<file path="config.mk">
export PLATFORM = sky130hd
export DESIGN_NAME = lfsr_engine_flat
export DESIGN_NICKNAME = d
export VERILOG_FILES = /design/src/rtl/lfsr_engine_if.sv /design/src/rtl/lfsr_engine.sv /design/src/flat_wrapper.sv
export SDC_FILE = /design/constraint.sdc
export NUM_CORES = 1
export LEC_CHECK = 0
export ABC_AREA = 1
export CAP_MARGIN = 20
export CORE_MARGIN = 2
export CORE_UTILIZATION = 35
export DETAILED_ROUTE_END_ITERATION = 12
export GPL_ROUTABILITY_DRIVEN = 0
export GPL_TIMING_DRIVEN = 0
export SLEW_MARGIN = 25
export SYNTH_ARGS = -nofsm -noshare
export SYNTH_HDL_FRONTEND = slang
export SYNTH_SLANG_ARGS = --single-unit
</file>
<file path="constraint.sdc">
create_clock -name clk -period 5.1 [get_ports clk]
set_input_delay 1.02 -clock clk [delete_from_list [all_inputs] [get_ports clk]]
set_output_delay 1.02 -clock clk [all_outputs]
set_load 0.05 [all_outputs]
</file>
<file path="src/rtl/lfsr_engine_if.sv">
// Control and observation bundle for lfsr_engine: step/load controls in, state and period out.
interface lfsr_engine_if #(
    parameter int unsigned WIDTH = 8,
    parameter int unsigned CNT_W = 16
);
    logic              en;
    logic [1:0]        mode;
    logic              din;
    logic              load;
    logic [WIDTH-1:0]  pdata;
    logic [WIDTH-1:0]  qdata;
    logic              dout;
    logic              lockup;
    logic              period_valid;
    logic [CNT_W-1:0]  period;

    // Driver side: issues controls, observes state.
    modport master (
        output en, mode, din, load, pdata,
        input  qdata, dout, lockup, period_valid, period
    );

    // Engine side.
    modport slave (
        input  en, mode, din, load, pdata,
        output qdata, dout, lockup, period_valid, period
    );
endinterface

</file>
<file path="src/rtl/lfsr_engine.sv">
// Galois right-shift LFSR with free-run, scrambler and signature modes,
// zero-state recovery in free-run, and cycle-length measurement.
module lfsr_engine #(
    parameter int unsigned      WIDTH = 8,
    parameter logic [WIDTH-1:0] TAPS  = WIDTH'(8'hB3),
    parameter logic [WIDTH-1:0] SEED  = WIDTH'(8'h01),
    parameter int unsigned      CNT_W = 16
) (
    input logic          clk,
    input logic          arst,
    lfsr_engine_if.slave bus
);

    localparam logic [1:0] MODE_HOLD = 2'b00;
    localparam logic [1:0] MODE_FREE = 2'b01;
    localparam logic [1:0] MODE_SCRM = 2'b10;
    localparam logic [1:0] MODE_SIGN = 2'b11;

    logic [WIDTH-1:0] q_r;
    logic [WIDTH-1:0] snap_r;
    logic [CNT_W-1:0] cnt_r;
    logic [CNT_W-1:0] period_r;
    logic             pvalid_r;
    logic             lockup_r;

    logic             fb;
    logic             ib;
    logic             step;
    logic             recover;
    logic             match;
    logic [WIDTH-1:0] next_q;
    logic [CNT_W-1:0] cnt_inc;

    // Feedback/input bit selection, next state, and step qualifiers.
    always_comb begin
        fb = q_r[0];
        ib = 1'b0;
        case (bus.mode)
            MODE_SCRM: ib = bus.din;
            MODE_SIGN: fb = q_r[0] ^ bus.din;
            default:   ;
        endcase
        next_q  = {ib, q_r[WIDTH-1:1]} ^ (TAPS & {WIDTH{fb}});
        step    = ~bus.load & bus.en & (bus.mode != MODE_HOLD);
        recover = (bus.mode == MODE_FREE) && (q_r == '0);
        match   = (next_q == snap_r);
        cnt_inc = (cnt_r == {CNT_W{1'b1}}) ? cnt_r : cnt_r + CNT_W'(1);
    end

    // State, snapshot, step counter and period registers; load beats step.
    always_ff @(posedge clk or negedge arst) begin
        if (!arst) begin
            q_r      <= SEED;
            snap_r   <= SEED;
            cnt_r    <= '0;
            period_r <= '0;
            pvalid_r <= 1'b0;
            lockup_r <= 1'b0;
        end else begin
            lockup_r <= 1'b0;
            if (bus.load) begin
                q_r      <= bus.pdata;
                snap_r   <= bus.pdata;
                cnt_r    <= '0;
                pvalid_r <= 1'b0;
            end else if (step) begin
                if (recover) begin
                    q_r      <= SEED;
                    snap_r   <= SEED;
                    cnt_r    <= '0;
                    lockup_r <= 1'b1;
                end else begin
                    q_r <= next_q;
                    if (match) begin
                        period_r <= cnt_inc;
                        pvalid_r <= 1'b1;
                        cnt_r    <= '0;
                    end else begin
                        cnt_r <= cnt_inc;
                    end
                end
            end
        end
    end

    assign bus.qdata        = q_r;
    assign bus.dout         = q_r[0];
    assign bus.lockup       = lockup_r;
    assign bus.period_valid = pvalid_r;
    assign bus.period       = period_r;

    // Mode names kept for readability of the case above; hold is the default arm.
    logic unused_mode_names;
    assign unused_mode_names = ^{MODE_HOLD, MODE_FREE};

endmodule

</file>
<file path="src/flat_wrapper.sv">
// flat-port wrapper written by rule: the top's interface ports become plain ports
module lfsr_engine_flat 
#(
    parameter int unsigned      WIDTH = 8,
    parameter logic [WIDTH-1:0] TAPS  = WIDTH'(8'hB3),
    parameter logic [WIDTH-1:0] SEED  = WIDTH'(8'h01),
    parameter int unsigned      CNT_W = 16
)
  (clk, arst, bus_en, bus_mode, bus_din, bus_load, bus_pdata, bus_qdata, bus_dout, bus_lockup, bus_period_valid, bus_period);
  lfsr_engine_if #(.WIDTH(WIDTH), .CNT_W(CNT_W)) bus_i ();
  input logic clk;
  input logic arst;
  input wire logic [$bits(bus_i.en)-1:0] bus_en;
  input wire logic [$bits(bus_i.mode)-1:0] bus_mode;
  input wire logic [$bits(bus_i.din)-1:0] bus_din;
  input wire logic [$bits(bus_i.load)-1:0] bus_load;
  input wire logic [$bits(bus_i.pdata)-1:0] bus_pdata;
  output wire logic [$bits(bus_i.qdata)-1:0] bus_qdata;
  output wire logic [$bits(bus_i.dout)-1:0] bus_dout;
  output wire logic [$bits(bus_i.lockup)-1:0] bus_lockup;
  output wire logic [$bits(bus_i.period_valid)-1:0] bus_period_valid;
  output wire logic [$bits(bus_i.period)-1:0] bus_period;
  assign bus_i.en = bus_en;
  assign bus_i.mode = bus_mode;
  assign bus_i.din = bus_din;
  assign bus_i.load = bus_load;
  assign bus_i.pdata = bus_pdata;
  assign bus_qdata = bus_i.qdata;
  assign bus_dout = bus_i.dout;
  assign bus_lockup = bus_i.lockup;
  assign bus_period_valid = bus_i.period_valid;
  assign bus_period = bus_i.period;
  lfsr_engine #(.WIDTH(WIDTH), .TAPS(TAPS), .SEED(SEED), .CNT_W(CNT_W)) u_core (.clk(clk), .arst(arst), .bus(bus_i));
endmodule
</file>
# Word-level counts from Yosys, hierarchy flattened
# Cells that the tools add are included.
# totals
reg_bits	50
latch_bits	0
ramBits	0
romBits	0
input_bits	15
output_inout_bits	27
wordCells	48
memories	0
# op_classes
add_sub_neg	1
multipliers	0
div_mod_pow	0
order_cmp	0
eq_ne	6
shifts	0
muxes	20
bitwise_logic	6
reduce_logical	9
# ops
operator	n
2-to-1 mux 16 bit	5
2-to-1 mux 8 bit	6
adder 16 x 1 -> 16 bit, second input constant	1
== test 16 bit, second input constant	1
2-to-1 mux 1 bit	9
== test 8 bit	1
zero test 8 bit	1
nonzero test 2 bit	4
bitwise XOR 8 bit	1
== test 2 bit, second input constant	2
AND reduction 4 bit	1
AND reduction 3 bit	1
AND 1 bit	2
== test 2 x 1 -> 1 bit, second input constant	1
!= test 2 bit, second input constant	1
inverter 1 bit	2
AND reduction 2 bit	1
logical AND 1 bit	1
bitwise XOR 1 bit	1

# Logic depth before layout (Yosys ltp)
# logic_depth
ltp_word	8
mapped_depth	13
depth_no_buf	12

# Worst setup path before layout
# No wires, ideal clock.
# synth_timing
path_type	input to register
startpoint	input port bus_mode[1]
endpoint	register u_core.cnt_r[11]
setup_time_ns	0.118
t_arrival_ns	2.278
required_ns	4.982
path_slack_ns	2.704
stages	13
n_path_buf	2
path_cell_list	buf_2 > nand3_1 > nand2_1 > nand2_1 > nand2_1 > nand2_1 > nand2_1 > nand2_1 > nor2_4 > nand3_2 > buf_6 > nand3_1 > nand2_1
# synth_between
elab_chain_cells	8
elab_cells_between_ends	15
cone_classes	eq/ne (4); mux (6); bitwise (2); reduce/logical (3)
# synth_lines
element	line_no	text
start, declared	flat_wrapper.sv:14	input wire logic [$bits(bus_i.mode)-1:0] bus_mode;
== test 2 bit	lfsr_engine.sv:38	case (bus.mode)
2-to-1 mux 1 bit	lfsr_engine.sv:38	
bitwise XOR 8 bit	lfsr_engine.sv:43	next_q = {ib, q_r[WIDTH-1:1]} ^ (TAPS & {WIDTH{fb}});
== test 8 bit	lfsr_engine.sv:46	match = (next_q == snap_r);
2-to-1 mux 16 bit	lfsr_engine.sv:74	if (match) begin
2-to-1 mux 16 bit	lfsr_engine.sv:67	if (recover) begin
2-to-1 mux 16 bit	lfsr_engine.sv:66	end else if (step) begin
2-to-1 mux 16 bit	lfsr_engine.sv:61	if (bus.load) begin
end signal, assigned	lfsr_engine.sv:79	cnt_r <= cnt_inc;
end, declared	lfsr_engine.sv:21	logic [CNT_W-1:0] cnt_r;
# Parallel ways exist; a longest one is shown, timed or not. The select of a mux whose other input is x is not followed.
# A chain may end at the register's enable or synchronous reset.

# Worst setup path in the final report
# layout_timing
startpoint	input port bus_mode[0]
endpoint	register u_core.q_r[7], in the netlist u_core.bus.qdata[7]
# layout_between
elab_chain_cells	6
elab_cells_between_ends	13
cone_classes	eq/ne (3); mux (5); bitwise (2); reduce/logical (3)
# layout_lines
element	line_no	text
== test 2 bit	lfsr_engine.sv:38	
2-to-1 mux 1 bit	lfsr_engine.sv:38	
bitwise XOR 8 bit	lfsr_engine.sv:43	
2-to-1 mux 8 bit	lfsr_engine.sv:67	
2-to-1 mux 8 bit	lfsr_engine.sv:66	
2-to-1 mux 8 bit	lfsr_engine.sv:61	
end signal, assigned	lfsr_engine.sv:62	q_r <= bus.pdata;
end signal, assigned	lfsr_engine.sv:73	q_r <= next_q;
end, declared	lfsr_engine.sv:19	logic [WIDTH-1:0] q_r;
# Parallel ways exist; a longest one is shown, timed or not. The select of a mux whose other input is x is not followed.

==> run_results.csv <==
group,metric,value,unit
finish,antenna_cells,0,
power,seqPwrFrac,44.4,%
floorplanning,initial_core_util,35.9,%
setup_path,cp_slowest_cell,"nor2_1",
timing,tns,0,ns
clock_tree,cts_root_buffer,"clkbuf_8",
finish,multi_input_area,0.00131,mm²
power,intPower,0.692,mW
logic_synthesis,synth_edf_count,0,
global_routing,grt_pass1_wl,12000,µm
routing,drt_pass1_iterations,4,
setup_path,critical_path.startpoint_type,"input port",
timing,worstMarginPinSlew,0.753,ns
timing,fin_crit,2.86,ns
setup_path,crit_fanout,10,
power,switching_power,0.289,mW
timing,final_hold_viol_count,0,
timing,rsz0062_at_grt,"false",
global_routing,grt_usage,17.4,%
finish,final_core_util,44.5,%
timing,max_slew_margin,49.6,%
setup_path,critical_path.most_common_cell,"nor2_1",
clock_tree,holdBufCountCts,0,
routing,antenna_left,0,
setup_path,end_kind,"register",
floorplanning,die_h,92.7,µm
clock_tree,clock_path_buffers,2,
power,powerDensity,286,mW/mm²
finish,area_growth,24.2,%
global_routing,antenna_found_initial,0,
global_routing,grt-ovfl-total,0,
outcome,status,"finished, final reports clean",
finish,drive_gt1_share,8.03,%
power,total_power,0.980,mW
power,peakVddDrop,108,µV
timing,max_freq,0.349,GHz
finish,stdcell_area,0.00342,mm²
clock_tree,post_cts_resized,0,
routing,viasPerCell,4.94,
floorplanning,die_w,92.7,µm
logic_synthesis,synth-main-ff-cell,"dfrtp_1",
power,p_leak,1.74,nW
place,place_inst,505,
setup_path,required,5.30,ns
logic_synthesis,syn_avg_cell_area,7.59,µm²
routing,drcViolationCount,0,
timing,skew,0.00710,ns
logic_synthesis,ys_seq_area_share,45.5,%
logic_synthesis,synth_fp_nets,379,
logic_synthesis,synthesis.area,0.00276,mm²
min_path,min_path_type,"register to register",
clock_tree,cts_buffers,5,
run,max-cap-violations,0,
place,portBuffers,40,
floorplanning,num_rows,32,
setup_path,max_stage_delay,0.58,ns
place,place_area,0.00328,mm²
floorplanning,pin_count,42,
clock_tree,clk_pin_slew,0.09,ns
finish,nets,426,
clock_tree,h-tree-depth,2,
power,p_sw_share,29.4,%
floorplanning,core,0.00769,mm²
setup_path,crit_path_cell_trace,"clkdlybuf4s50_1 > o21ai_0 > nor2_1 > nor2_1 > inv_1 > o221ai_1",
setup_path,worstPathArrival,3.06,ns
logic_synthesis,async_flop_share,100,%
clock_tree,clock_latency,0.31,ns
routing,drt-total-wl,6750,µm
timing,setup_ws,2.24,ns
logic_synthesis,synthCells,363,
global_routing,grt_pass1_vias,2529,
logic_synthesis,yosysTopAreaCell,"dfrtp_1",
place,post-place-ws,1.92,ns
logic_synthesis,synth_cell_types,32,
clock_tree,tritoncts,"built",
routing,drt-initial-drc-count,182,
logic_synthesis,yosys_warnings,0,
setup_path,critPathKind,"input port to register",
place,post-dp-hpwl,5030,µm
timing,maxSlewViolCount,0,
logic_synthesis,yosysTopAreaCellShare,43.6,%
clock_tree,cts_setup_buffers,0,
routing,wl_per_cell,13.2,µm
logic_synthesis,yosysMostFrequentCell,"nand2_1",
logic_synthesis,synth_area_leaders,"dfrtp_1, nand2_1, nand3_1",
clock_tree,cts_sinks,50,
global_routing,grt_max_degree,51,
logic_synthesis,synthTopCellsByCount,"nand2_1, nand3_1, dfrtp_1",
power,clkPwrFrac,35.1,%
floorplanning,dieArea,0.00860,mm²
routing,vias,2533,
finish,layout.cells.non_filler,513,
power,power_frac_comb,20.4,%
logic_synthesis,ys_seq_elements,50,
finish,regArea,0.00125,mm²
timing,whs,0.483,ns
timing,setup_viol,0,
finish,n_fill_cell,796,
timing,fin_crit_sh,56.1,%
-- critical path: cells and delay by family --
family                 cells  cell delay (ns)
AND/OR/NAND/NOR            2             0.66
buffers and inverters      2             0.82
AO/OA/AOI/OAI              2             0.56
-- placed cells by master (no fill, tap or decap) --
master,count
clkbuf_8,6
nand3_1,63
buf_4,2
nor2_1,21
o211ai_1,3
dfstp_2,2
xor2_1,7
buf_6,3
nor2_2,2
and3_1,1
o22ai_1,1
nand4_1,9
or2_2,4
clkbuf_1,2
nor2_4,2
a221oi_1,1
ha_1,1
nand3_2,1
o21ai_0,8
nand2_1,125
nand2_2,2
nand4_2,1
clkdlybuf4s50_1,39
dfrtp_1,48
nand4_4,1
nor3_1,3
bufinv_16,2
inv_1,32
o21a_1,1
nand3b_1,1
xnor2_1,3
buf_1,1
buf_2,5
o221ai_1,4
a21oi_1,4
-- path summary, 6_finish.rpt --
| path | from | endpoint | slack [ns] | cells after the start |
|---|---|---|---|---|
| setup / recovery | bus_mode[0] | u_core.bus.qdata[7]$_DFFE_PN0P_ | 2.24 | 6 |
| hold reg to reg | u_core.bus.period[6]$_DFFE_PN0P_ | u_core.bus.period[6]$_DFFE_PN0P_ | 0.48 | 2 |
| min in group asynchronous | arst | u_core.snap_r[2]$_DFFE_PN0P_ | 0.73 | 1 |
| setup reg to reg | u_core.bus.qdata[0]$_DFFE_PN1P_ | u_core.cnt_r[10]$_DFFE_PN0P_ | 2.98 | 12 |
| hold / removal | u_core.bus.period[6]$_DFFE_PN0P_ | u_core.bus.period[6]$_DFFE_PN0P_ | 0.48 | 2 |
| max in group asynchronous | arst | u_core.cnt_r[11]$_DFFE_PN0P_ | 3.93 | 1 |
-- cells by family (layout without fill, tap and decap cells) --
logic type                 after synthesis  in the layout  share of synthesized area [%]
buffers and inverters                   44             92                           7.17
and+or+nand+nor                        236            236                           38.6
xor gates and xnor gates                10             10                           3.18
DFF                                     50             50                           45.5
adders and majority gates                1              1                          0.454
AOI/OAI and AO/OA                       22             22                           5.08
-- area by class of cell --
cell class	count	area share (%)
tap	102	3.73
inverter	32	3.51
timing repair buffer	40	11.6
clock inverter	2	1.75
buffer	12	2.27
multi-input combinational	269	38.1
clock buffer	6	2.41
sequential	50	36.6
-- metal layers --
layer	vias to the layer above	global-route usage [%]	share of wire, %
met3	6	3.58	4.9
met5	-	0	0
met1	1194	24.6	50
li1	1277	-	-
met4	0	4.04	1.1
met2	56	27.4	44
-- registers in the layout, summed over array words and instances, names as in the netlist --
| signal | count |
|---|---|
| u_core.bus.lockup | 1 |
| u_core.bus.period | 16 |
| u_core.bus.period_valid | 1 |
| u_core.bus.qdata | 8 |
| u_core.cnt_r | 16 |
| u_core.snap_r | 8 |
-- power by group through the flow --
stage               registers [mW]  clock network (mW)  logic [mW]
global placement             0.443                   0       0.199
detailed placement           0.443                   0       0.200
finish                       0.436               0.344       0.200
floorplan                    0.474                   0      0.0996
global route                 0.439               0.372       0.221
CTS                          0.436               0.352       0.202
No activity file was read; power rests on OpenSTA's default activity.
